### config.mk
export PLATFORM = sky130hd
export DESIGN_NAME = cpu_run_ctrl
export DESIGN_NICKNAME = d
export VERILOG_FILES = /design/src/rtl/cpu_pkg.sv /design/src/rtl/sat_counter.sv /design/src/rtl/cpu_run_ctrl.sv
export SDC_FILE = /design/constraint.sdc
export NUM_CORES = 1
export LEC_CHECK = 0
export CAP_MARGIN = 20
export CORE_ASPECT_RATIO = 0.8
export CORE_MARGIN = 1.5
export CORE_UTILIZATION = 40
export CTS_BUF_LIST = sky130_fd_sc_hd__clkbuf_2
export DETAILED_ROUTE_END_ITERATION = 8
export PLACE_DENSITY_LB_ADDON = 0.12
export SYNTH_ARGS = -nofsm -noshare
export SYNTH_HDL_FRONTEND = slang
export SYNTH_SLANG_ARGS = --single-unit
### constraint.sdc
create_clock -name clk -period 12.9 [get_ports clk]
set_clock_uncertainty 0.1 [all_clocks]
set_input_delay 2.58 -clock clk [delete_from_list [all_inputs] [get_ports clk]]
set_output_delay 2.58 -clock clk [all_outputs]
set_load 0.1 [all_outputs]
### src/rtl/cpu_pkg.sv
// Shared definitions for the cpu5_pipeline run controller: controller states,
// default word width and the encoding that ends a run (jal x0,0).
package cpu_pkg;

  localparam int CPU_XLEN = 32;
  localparam logic [31:0] CPU_HALT_INSTR = 32'h0000_006F;

  typedef enum logic [2:0] {
    ST_IDLE,
    ST_LOAD,
    ST_HOLD,
    ST_RUN,
    ST_DONE
  } state_t;

endpackage

### src/rtl/sat_counter.sv
// Up-counter that sticks at all-ones instead of wrapping. It has an enable and a
// synchronous clear, and the clear wins over the enable.
module sat_counter #(
  parameter int W = 32
) (
  input  logic         clk,
  input  logic         reset,
  input  logic         clr,
  input  logic         en,
  output logic [W-1:0] count
);

  always_ff @(posedge clk or posedge reset) begin
    if (reset) begin
      count <= '0;
    end else if (clr) begin
      count <= '0;
    end else if (en && (count != '1)) begin
      count <= count + 1'b1;
    end
  end

endmodule

### src/rtl/cpu_run_ctrl.sv
// Run controller for cpu5_pipeline: streams the program image into imem, holds the
// core in reset, then runs it until a halt instruction retires or the cycle budget runs out.
module cpu_run_ctrl
  import cpu_pkg::*;
#(
  parameter int              XLEN         = CPU_XLEN,
  parameter int              IMEM_DEPTH   = 256,
  parameter int              AW           = $clog2(IMEM_DEPTH),
  parameter int              RESET_CYCLES = 2,
  parameter int              MAX_CYCLES   = 50,
  parameter int              CNT_W        = 32,
  parameter logic [XLEN-1:0] HALT_INSTR   = XLEN'(CPU_HALT_INSTR)
) (
  input  logic             clk,
  input  logic             reset,
  input  logic             start,
  input  logic             abort,
  input  logic             ld_valid,
  input  logic [XLEN-1:0]  ld_data,
  input  logic             ld_last,
  output logic             ld_ready,
  output logic             imem_we,
  output logic [AW-1:0]    imem_waddr,
  output logic [XLEN-1:0]  imem_wdata,
  output logic             cpu_reset,
  output logic             cpu_run,
  input  logic             retire_valid,
  input  logic [XLEN-1:0]  retire_instr,
  output logic             busy,
  output logic             done,
  output logic             halted,
  output logic             timeout,
  output logic             load_err,
  output logic [CNT_W-1:0] cycle_count,
  output logic [CNT_W-1:0] retired_count
);

  localparam int HOLD_W = (RESET_CYCLES > 1) ? $clog2(RESET_CYCLES) : 1;

  state_t            state, state_nx;
  logic [AW-1:0]     wptr;
  logic [HOLD_W-1:0] hold_cnt;
  logic              hs, last_slot, halt_hit, budget_hit, start_ok, cnt_clr;

  assign hs         = (state == ST_LOAD) && ld_valid && ld_ready;
  assign last_slot  = (wptr == AW'(IMEM_DEPTH - 1));
  assign halt_hit   = (state == ST_RUN) && retire_valid && (retire_instr == HALT_INSTR);
  assign budget_hit = (state == ST_RUN) && (cycle_count >= CNT_W'(MAX_CYCLES - 1));
  assign start_ok   = start && ((state == ST_IDLE) || (state == ST_DONE));
  assign cnt_clr    = abort || start_ok;
  assign busy       = (state == ST_LOAD) || (state == ST_HOLD) || (state == ST_RUN);

  always_comb begin
    state_nx = state;
    if (abort) begin
      state_nx = ST_IDLE;
    end else begin
      case (state)
        ST_IDLE, ST_DONE: if (start) state_nx = ST_LOAD;
        ST_LOAD: begin
          if (hs && ld_last)        state_nx = ST_HOLD;
          else if (hs && last_slot) state_nx = ST_DONE;
        end
        ST_HOLD: if (hold_cnt == HOLD_W'(RESET_CYCLES - 1)) state_nx = ST_RUN;
        ST_RUN:  if (halt_hit || budget_hit) state_nx = ST_DONE;
        default: state_nx = ST_IDLE;
      endcase
    end
  end

  // Outputs are registered from the next state. In DONE, cpu_reset keeps whatever
  // value it had, so an overflowed load never releases the core.
  always_ff @(posedge clk or posedge reset) begin
    if (reset) begin
      state      <= ST_IDLE;
      wptr       <= '0;
      hold_cnt   <= '0;
      ld_ready   <= 1'b0;
      imem_we    <= 1'b0;
      imem_waddr <= '0;
      imem_wdata <= '0;
      cpu_reset  <= 1'b1;
      cpu_run    <= 1'b0;
      done       <= 1'b0;
      halted     <= 1'b0;
      timeout    <= 1'b0;
      load_err   <= 1'b0;
    end else begin
      state     <= state_nx;
      ld_ready  <= (state_nx == ST_LOAD);
      cpu_run   <= (state_nx == ST_RUN);
      cpu_reset <= (state_nx == ST_DONE) ? cpu_reset : (state_nx != ST_RUN);
      hold_cnt  <= (state == ST_HOLD) ? hold_cnt + 1'b1 : '0;
      imem_we   <= hs && !abort;
      if (hs) begin
        imem_waddr <= wptr;
        imem_wdata <= ld_data;
      end
      if (cnt_clr) begin
        wptr <= '0;
      end else if (hs) begin
        wptr <= wptr + 1'b1;
      end
      if (cnt_clr) begin
        done     <= 1'b0;
        halted   <= 1'b0;
        timeout  <= 1'b0;
        load_err <= 1'b0;
      end else begin
        if (hs && !ld_last && last_slot) begin
          load_err <= 1'b1;
          done     <= 1'b1;
        end
        if ((state == ST_RUN) && (state_nx == ST_DONE)) begin
          done    <= 1'b1;
          halted  <= halt_hit;
          timeout <= !halt_hit;
        end
      end
    end
  end

  sat_counter #(.W(CNT_W)) u_cycle_cnt (
    .clk   (clk),
    .reset (reset),
    .clr   (cnt_clr),
    .en    ((state == ST_RUN) && !abort),
    .count (cycle_count)
  );

  sat_counter #(.W(CNT_W)) u_retired_cnt (
    .clk   (clk),
    .reset (reset),
    .clr   (cnt_clr),
    .en    ((state == ST_RUN) && retire_valid && !abort),
    .count (retired_count)
  );

endmodule

Word level (Yosys, flattened, before mapping)
Index checks and enable logic that the tools add are counted.
{ "word_totals": {"regBits": 124, "input_bits": 71} }
{ "classes": {"n_addsub": 4, "order_cmp": 1, "n_eq_ne": 12, "mux": 22, "reduce_logical": 32} }
{ "op_table": {"columns": ["operator", "n"], "rows": [
  ["$mux 32", 4],
  ["$add 32x1->32 const B", 2],
  ["$ne 32x32->1 const B", 2],
  ["$eq 32x7->1 const B", 1],
  ["$ge 32x6->1 const B", 1],
  ["$mux 3", 6],
  ["$logic_and 1x1->1", 16],
  ["$mux 8", 2],
  ["$pmux 3 s4", 1],
  ["$reduce_bool 2->1", 5],
  ["$eq 3x2->1 const B", 3],
  ["$mux 1", 9],
  ["$add 8x1->8 const B", 1],
  ["$eq 8x8->1 const B", 1],
  ["$eq 3x1->1 const B", 2],
  ["$eq 3x3->1 const B", 2],
  ["$logic_or 1x1->1", 5],
  ["$logic_not 1->1", 3],
  ["$logic_not 3->1", 1],
  ["$ne 3x2->1 const B", 1],
  ["$reduce_bool 3->1", 1],
  ["$reduce_or 2->1", 1],
  ["$add 1x1->1 const B", 1]
]} }

Depth between registers and ports, before layout
Gate-level depths: netlist (run 1).
{ "depth": {"ltp_word": 12, "mapped_depth": 8} }

Modules after synthesis
A second synthesis (run 1) with hierarchy kept.
{ "hier_totals": {"cells_unflattened": 678, "area_unflattened_um2": 6219.7} }
{ "by_module_without_submodules": {"columns": ["mod", "instances", "cells_each", "area_per_inst_um2"], "rows": [
  ["sat_counter", 2, 186, 1740.4],
  ["cpu_run_ctrl", 1, 306, 2738.9]
]} }

Least setup slack after synthesis (run 1)
OpenSTA, ideal clock, no wires.
{ "synth_timing": {"path_kind": "register to output", "startpoint": "register state[0]", "endpoint": "output port busy", "arrival_time_ns": 1.992, "setup_slack_ns": 8.228, "stages_incl_launch_ff": 4, "n_path_buf": 1, "cell_sequence": "dfrtp_1 clkbuf_1 nor2_1 nor2_1"} }
{ "synth_via": {"elab_chain_cells": 3} }
{ "synth_lines": {"columns": ["element", "line_no", "rtl"], "rows": [
  ["from (decl)", "cpu_run_ctrl.sv:40", "state_t state, state_nx;"],
  ["from (signal assigned)", "cpu_run_ctrl.sv:89", "state <= state_nx;"],
  ["$eq 3x1->1 or $eq 3x2->1 (tied branches)", "cpu_run_ctrl.sv:51", "assign busy = (state == ST_LOAD) || (state == ST_HOLD) || (state == ST_RUN);"],
  ["$logic_or 1x1->1", "cpu_run_ctrl.sv:51", null],
  ["$logic_or 1x1->1 *", "cpu_run_ctrl.sv:51", null],
  ["to (decl)", "cpu_run_ctrl.sv:29", "output logic busy,"]
]} }
Every way passes the cells marked *; elsewhere a longest branch is shown, timed or not.

Final worst setup path (run 1)
Same ends and word-level chain as after synthesis.

==> results.yml, run 1 <==
worst_setup_path:
  timing_worst_setup_path_type: "reg2out"
  crit_fanout: 14
  setup.worst_path.start_class: "register"
  crit_path_max_cell_delay_ps: 1150
  critical_path_arrival_ps: 2800
  end_kind: "output port"
  worst_setup_slack_for_register_to_register_paths_ps: 9870
  cp_cell_sequence: "nor2_1, nor2_1, clkdlybuf4s50_1"
  critPathSlowestCell: "sky130_fd_sc_hd__clkdlybuf4s50_1"
  cpMostUsedCell: "sky130_fd_sc_hd__nor2_1"
  required_ps: 10220
cells_and_area:
  diodes: 0
  drive_above_1_share_pct: 5.45
  filler_cell_count: 1393
  net_count_reported_at_finish: 943
  flow.area_growth_from_synthesis_pct: 35.5
power_and_ir_drop:
  p_per_area_nw_per_um2: 133
  static-leakage-power_nw: 3.50
  report.power.total_mw: 1.14
  vdd_ir_drop_max_uv: 170
route:
  violation_count_after_the_first_detailed_route_iteration: 367
  num_vias: 6029
  detailroute.wirelength.met3_um: 1390
  drt-total-wl_um: 18100
  route.top_layer_used: "met4"
  detail-route-antenna-nets: 0
  route.detailed.drc: 0
  route.detailed.wl_per_inst_um: 16.6
  routed_via_density: 5.53
  detailroute.wirelength.met2_um: 8610
  drt_pre_antenna_iters: 5
  route.layer.met1.wl_um: 7830
global_routing:
  antenna_found_initial: 0
  via_count_of_the_first_global_routing_pass: 5876
  global_route.usage.total_pct: 22.7
  gr-total-overflow: 0
  first_pass_grt_wire_length_um: 29400
  grt_max_degree: 68
synthesis:
  synth_largest_type_area_fraction_pct: 48.9
  ys_types: 61
  synth_edf_count: 0
  synth.area.top_cells: "sky130_fd_sc_hd__dfrtp_1 (49%), sky130_fd_sc_hd__nand2_1 (9.4%), sky130_fd_sc_hd__a21oi_1 (3.6%), sky130_fd_sc_hd__or3_1 (2.9%), sky130_fd_sc_hd__nand4_1 (2.8%)"
  synth_top_flop_cell: "sky130_fd_sc_hd__dfrtp_1"
  avgSynthCellArea_um2: 9.00
  post_synthesis_register_bit_count: 124
  synth_compound_area_share_pct: 11.6
  post_synth_fa_ha_maj_area_fraction_pct: 0.993
  synth_top_family_by_area: "simple AND/OR/NAND/NOR gates"
  yosys-mux-area-fraction_pct: 0.159
  sequential_fraction_of_the_synthesis_area_pct: 49.3
  post-synth-top-count-cell: "sky130_fd_sc_hd__nand2_1"
  post_synth_and_or_nand_nor_area_fraction_pct: 31.3
  mappedNetlistNets: 776
  synth.top_cells.by_count: "sky130_fd_sc_hd__nand2_1 (157), sky130_fd_sc_hd__dfrtp_1 (123), sky130_fd_sc_hd__a21oi_1 (45)"
  synthDominantAreaCellType: "sky130_fd_sc_hd__dfrtp_1"
  yosysWarnings: 0
  syn_inst: 700
  async_flop_share_pct: 100
  post_synth_xor_area_fraction_pct: 3.34
  netlist_area_um2: 6300
sta:
  rsz0062_at_grt: "no"
  final_setup_tns_ps: 0
  timing_worst_slew_pin_value_ps: 1040
  timing.final.crit_period_ps: 5480
  hold_viol_final: 0
  max_freq_mhz: 182
  finalHoldWorstSlack_ps: 360
  maxSlewViolCount: 0
  setup_viol_count_final: 0
  slew_headroom_pct: 30.3
  fin_crit_sh_pct: 42.5
placed_design:
  detailedPlacementHpwl_um: 12600
  globalplace.congestion: 0.795
  port_buffers: 183
cts:
  post_cts_setup_buffers: 0
  quantity_of_gates_resized_following_cts: 0
  tritoncts_buffer_count: 17
  count_of_hold_buffers_inserted_by_post_cts_repair: 0
  ctsHtreeMaxLevel: 4
  clock_insertion_delay_worst_skew_ps: 710
  cts_tree: "done"
  cts.sinks: 124
  clock_root_buffer: "sky130_fd_sc_hd__clkbuf_2"
  max-clock-path-buffers: 2
  worst_setup_hold_path_clk_slew_ps: 170
worst_hold_path:
  min-delay-path-class: "reg2reg"
die:
  pin_count: 184
  design.core.area_um2: 15200
  initial_core_utilization_pct: 41.4
  fp.dieH_um: 115
  num_rows: 40
  fp.dieW_um: 143
  fp.dieArea_um2: 16500
run_status:
  status: "finished, final reports clean"
job:
  max_cap_violations: 0
kinds of logic (layout without fill, tap and decap cells):
family,count (synthesis),count (layout)
flip-flops,124,124
multiplexers,1,1
AO/OA/AOI/OAI,117,117
XOR/XNOR,24,24
AND/OR/NAND/NOR,380,380
adder cells (fa/ha/maj),5,5
buffers and inverters,49,229
worst max-delay path, delay by kind of cell (launching register included):
kind	cells	cell delay [ps]
and+or+nand+nor	2	260
buffers and inverters	1	1150
DFF	1	700
worst paths after layout:
path	depth (start not counted)	start	to
max	3	state[0]	busy
min	1	hold_cnt	hold_cnt
max reg2reg	4	state[0]	timeout
min reg2reg	1	hold_cnt	hold_cnt
max in group asynchronous	3	reset	u_cycle_cnt.count[29]
min in group asynchronous	2	reset	imem_wdata[28]
layout by cell type, fill, tap and decap left out, types with 5 or more instances in the layout:
| cell | netlist | final |
|---|---|---|
| sky130_fd_sc_hd__buf_4 | 2 | 5 |
| sky130_fd_sc_hd__a21oi_1 | 45 | 45 |
| sky130_fd_sc_hd__o21ai_0 | 29 | 29 |
| sky130_fd_sc_hd__inv_1 | 9 | 8 |
| sky130_fd_sc_hd__a211oi_1 | 5 | 5 |
| sky130_fd_sc_hd__or3_1 | 29 | 29 |
| sky130_fd_sc_hd__nand3_1 | 25 | 25 |
| sky130_fd_sc_hd__xor2_1 | 7 | 7 |
| sky130_fd_sc_hd__and4_1 | 9 | 9 |
| sky130_fd_sc_hd__clkbuf_2 | 0 | 18 |
| sky130_fd_sc_hd__ha_1 | 5 | 5 |
| sky130_fd_sc_hd__nand4_1 | 28 | 28 |
| sky130_fd_sc_hd__and3_1 | 16 | 16 |
| sky130_fd_sc_hd__nor4_1 | 20 | 20 |
| sky130_fd_sc_hd__and2_1 | 6 | 6 |
| sky130_fd_sc_hd__or4_1 | 20 | 20 |
| sky130_fd_sc_hd__nand2_1 | 157 | 157 |
| sky130_fd_sc_hd__clkdlybuf4s50_1 | 0 | 183 |
| sky130_fd_sc_hd__dfrtp_1 | 123 | 123 |
| sky130_fd_sc_hd__nor2_1 | 42 | 42 |
| sky130_fd_sc_hd__xnor2_1 | 17 | 17 |
| sky130_fd_sc_hd__o31ai_1 | 16 | 16 |
layer usage:
layer  track usage [%]  vias to the layer above
met4              6.46                        0
met5                 0                        -
met1              29.7                     2923
met3              7.29                       22
li1                  -                     2858
met2              36.4                      226
per-stage QoR:
step | setup WS, ps | cell area [µm²] | utilization [%] | std cells
after detailed placement | 7590 | 8270 | 54.3 | 1058
after global routing | 7210 | 8530 | 56.1 | 1090
final | 7420 | 8530 | 56.1 | 1090
after CTS | 7330 | 8530 | 56.1 | 1090
after floorplan | 6920 | 6300 | - | 700
after global placement | 7880 | 8270 | 54.3 | 1058
sequential cells by signal (all words and copies together), names as in the netlist, 3 cells and up:
register and flops:
imem_waddr 8, imem_wdata 32, state 3, u_cycle_cnt.count 32, u_retired_cnt.count 32, wptr 8
power by group:
| part | switching (mW) | internal [mW] | total [mW] | leakage (nW) |
|---|---|---|---|---|
| clock network | 0.151 | 0.125 | 0.276 | 0.148 |
| registers | 0.0216 | 0.424 | 0.445 | 1.69 |
| logic | 0.323 | 0.0927 | 0.415 | 1.66 |
| total | 0.495 | 0.641 | 1.14 | 3.50 |
area by class of cell:
cell class | instances | area (µm²) | share of cell area, %
Sequential cell | 124 | 3100 | 36.4
Multi-Input combinational cell | 527 | 3000 | 35.1
Timing Repair Buffer | 188 | 1870 | 21.9
Tap cell | 210 | 263 | 3.08
Clock inverter | 14 | 176 | 2.07
Clock buffer | 18 | 90.1 | 1.06
Inverter | 9 | 36.3 | 0.425
(Power assumes the default switching activity.)
==> run 2: changes to the inputs <==
==> constraint.sdc (replaced) <==
create_clock -name clk -period 4.76 [get_ports clk]
set_clock_uncertainty 0.1 [all_clocks]
set_input_delay 0.952 -clock clk [delete_from_list [all_inputs] [get_ports clk]]
set_output_delay 0.952 -clock clk [all_outputs]
set_load 0.1 [all_outputs]
==> results.yml, run 2 (synthesis gave the netlist of run 1 again) <==
cells_and_area:
  finalCoreUtilization_pct: 55.7
  final_common_cell: "sky130_fd_sc_hd__clkdlybuf4s50_1"
  multi_input_logic_area_um2: 3000
  largestRegisters: "imem_wdata: 32 flops, u_cycle_cnt.count: 32 flops, u_retired_cnt.count: 32 flops"
  regArea_um2: 3100
  diodes: 0
  drive_above_1_share_pct: 5.89
  flow.area_growth_from_synthesis_pct: 34.5
  net_count_reported_at_finish: 946
  filler_cell_count: 1419
  final_cell_mix: "sky130_fd_sc_hd__clkdlybuf4s50_1 (183), sky130_fd_sc_hd__nand2_1 (157), sky130_fd_sc_hd__dfrtp_1 (123)"
global_routing:
  grt_use_met1_pct: 30.4
  grt.met3_usage_pct: 6.66
  antenna_found_initial: 0
  gr-total-overflow: 0
  global_route.usage.total_pct: 22.4
  via_count_of_the_first_global_routing_pass: 5718
  first_pass_grt_wire_length_um: 29100
  grt_max_degree: 66
  grt.met2_usage_pct: 35.4
  global_route.peak_usage_layer: "met2"
sta:
  max_freq_mhz: 262
  final_setup_tns_ps: 0
  slew_headroom_pct: 28.6
  timing.final.crit_period_ps: 3810
  rsz0062_at_grt: "no"
  timing_worst_slew_pin_value_ps: 1070
  maxSlewViolCount: 0
  fin_crit_sh_pct: 80.1
  hold_viol_final: 0
  setup_viol_count_final: 0
cts:
  cts_tree: "done"
  worst_setup_hold_path_clk_slew_ps: 170
  quantity_of_gates_resized_following_cts: 0
  cts.sinks: 124
  clock_root_buffer: "sky130_fd_sc_hd__clkbuf_2"
  ctsHtreeMaxLevel: 4
  max-clock-path-buffers: 2
  clock_insertion_delay_worst_skew_ps: 680
  post_cts_setup_buffers: 0
  tritoncts_buffer_count: 17
  count_of_hold_buffers_inserted_by_post_cts_repair: 0
route:
  routed_via_density: 5.43
  route.detailed.drc: 0
  violation_count_after_the_first_detailed_route_iteration: 361
  detail-route-antenna-nets: 0
  drt-total-wl_um: 18000
  route.detailed.wl_per_inst_um: 16.4
  drt_pre_antenna_iters: 5
  num_vias: 5930
die:
  initial_core_utilization_pct: 41.4
  num_rows: 40
  fp.dieW_um: 143
  design.core.area_um2: 15200
  fp.dieH_um: 115
  pin_count: 184
  fp.dieArea_um2: 16500
power_and_ir_drop:
  power_share_of_the_combinational_group_pct: 38.8
  power.share.sequential_pct: 41.5
  switching_share_pct: 45.2
  p_switching_mw: 1.31
  report.power.total_mw: 2.91
  vdd_ir_drop_max_uv: 362
  p_per_area_nw_per_um2: 343
  power.clock.fraction_pct: 19.7
  power_report.internal_total_mw: 1.59
  static-leakage-power_nw: 3.50
worst_setup_path:
  timing_worst_setup_path_type: "reg2out"
  setup.worst_path.start_class: "register"
  worst_setup_slack_for_register_to_register_paths_ps: 1770
  required_ps: 3710
  crit_fanout: 14
  critical_path.reg2reg.endpoint: "timeout"
  critical_path_arrival_ps: 2760
  r2r_start: "state[0]"
  end_kind: "output port"
  ff2ff_path_depth: 4
job:
  max_cap_violations: 0
worst_hold_path:
  min_delay_worst_endpoint: "hold_cnt"
  hold_depth: 1
  timing.hold.worst.start: "hold_cnt"
  min-delay-path-class: "reg2reg"
placed_design:
  port_buffers: 183
  globalplace.congestion: 0.814
  detailedPlacementHpwl_um: 12700
run_status:
  status: "finished, final reports clean"
[run 2: metal layers]
layer  part of all wire, %  vias to the layer above  wire length [µm]
li1                      -                     2876                 -
met2                    46                      197              8330
met1                    46                     2849              8300
met4                  0.63                        0               113
met3                   6.8                        8              1220
met5                     0                        -                 0
[run 2: power by group through the flow]
stage | sequential [mW] | clock (mW) | combinational, mW
final | 1.20 | 0.572 | 1.13
after CTS | 1.21 | 0.602 | 1.14
after global routing | 1.22 | 0.655 | 1.17
after global placement | 1.22 | 0 | 1.13
after floorplan | 1.91 | 0 | 0.130
after detailed placement | 1.22 | 0 | 1.14
[run 2: layout make-up]
cell class,count,area share [%]
Inverter,9,0.428
Sequential cell,124,36.6
Tap cell,210,3.10
Clock buffer,22,1.30
Clock inverter,10,0.886
Multi-Input combinational cell,527,35.3
Timing Repair Buffer,191,22.3
[run 2: worst max-delay path, cell delays in order, from the launching register on]
cell	delay (ps)
sky130_fd_sc_hd__dfrtp_1	700
sky130_fd_sc_hd__nor2_1	110
sky130_fd_sc_hd__nor2_1	150
sky130_fd_sc_hd__clkdlybuf4s50_1	1150
[run 2: through the flow]
step                setup WS [ps]  area [µm²]  instances  hold slack, ps
CTS                           816        8480       1093             355
detailed placement           1100        8290       1061             328
global placement             1320        8290       1061             322
floorplan                     410        6300        700             309
finish                        948        8480       1093             351
global route                  744        8480       1093             380
[run 2: worst max-delay path by stage]
| stage | startpoint | to | slack (ps) | cells after the start |
|---|---|---|---|---|
| floorplan | reset | cpu_run | 410 | 1 |
| global placement | retire_valid | timeout | 1320 | 5 |
| detailed placement | retire_valid | timeout | 1100 | 5 |
| CTS | state[0] | busy | 820 | 3 |
| global route | state[0] | busy | 740 | 3 |
| finish | state[0] | busy | 950 | 3 |
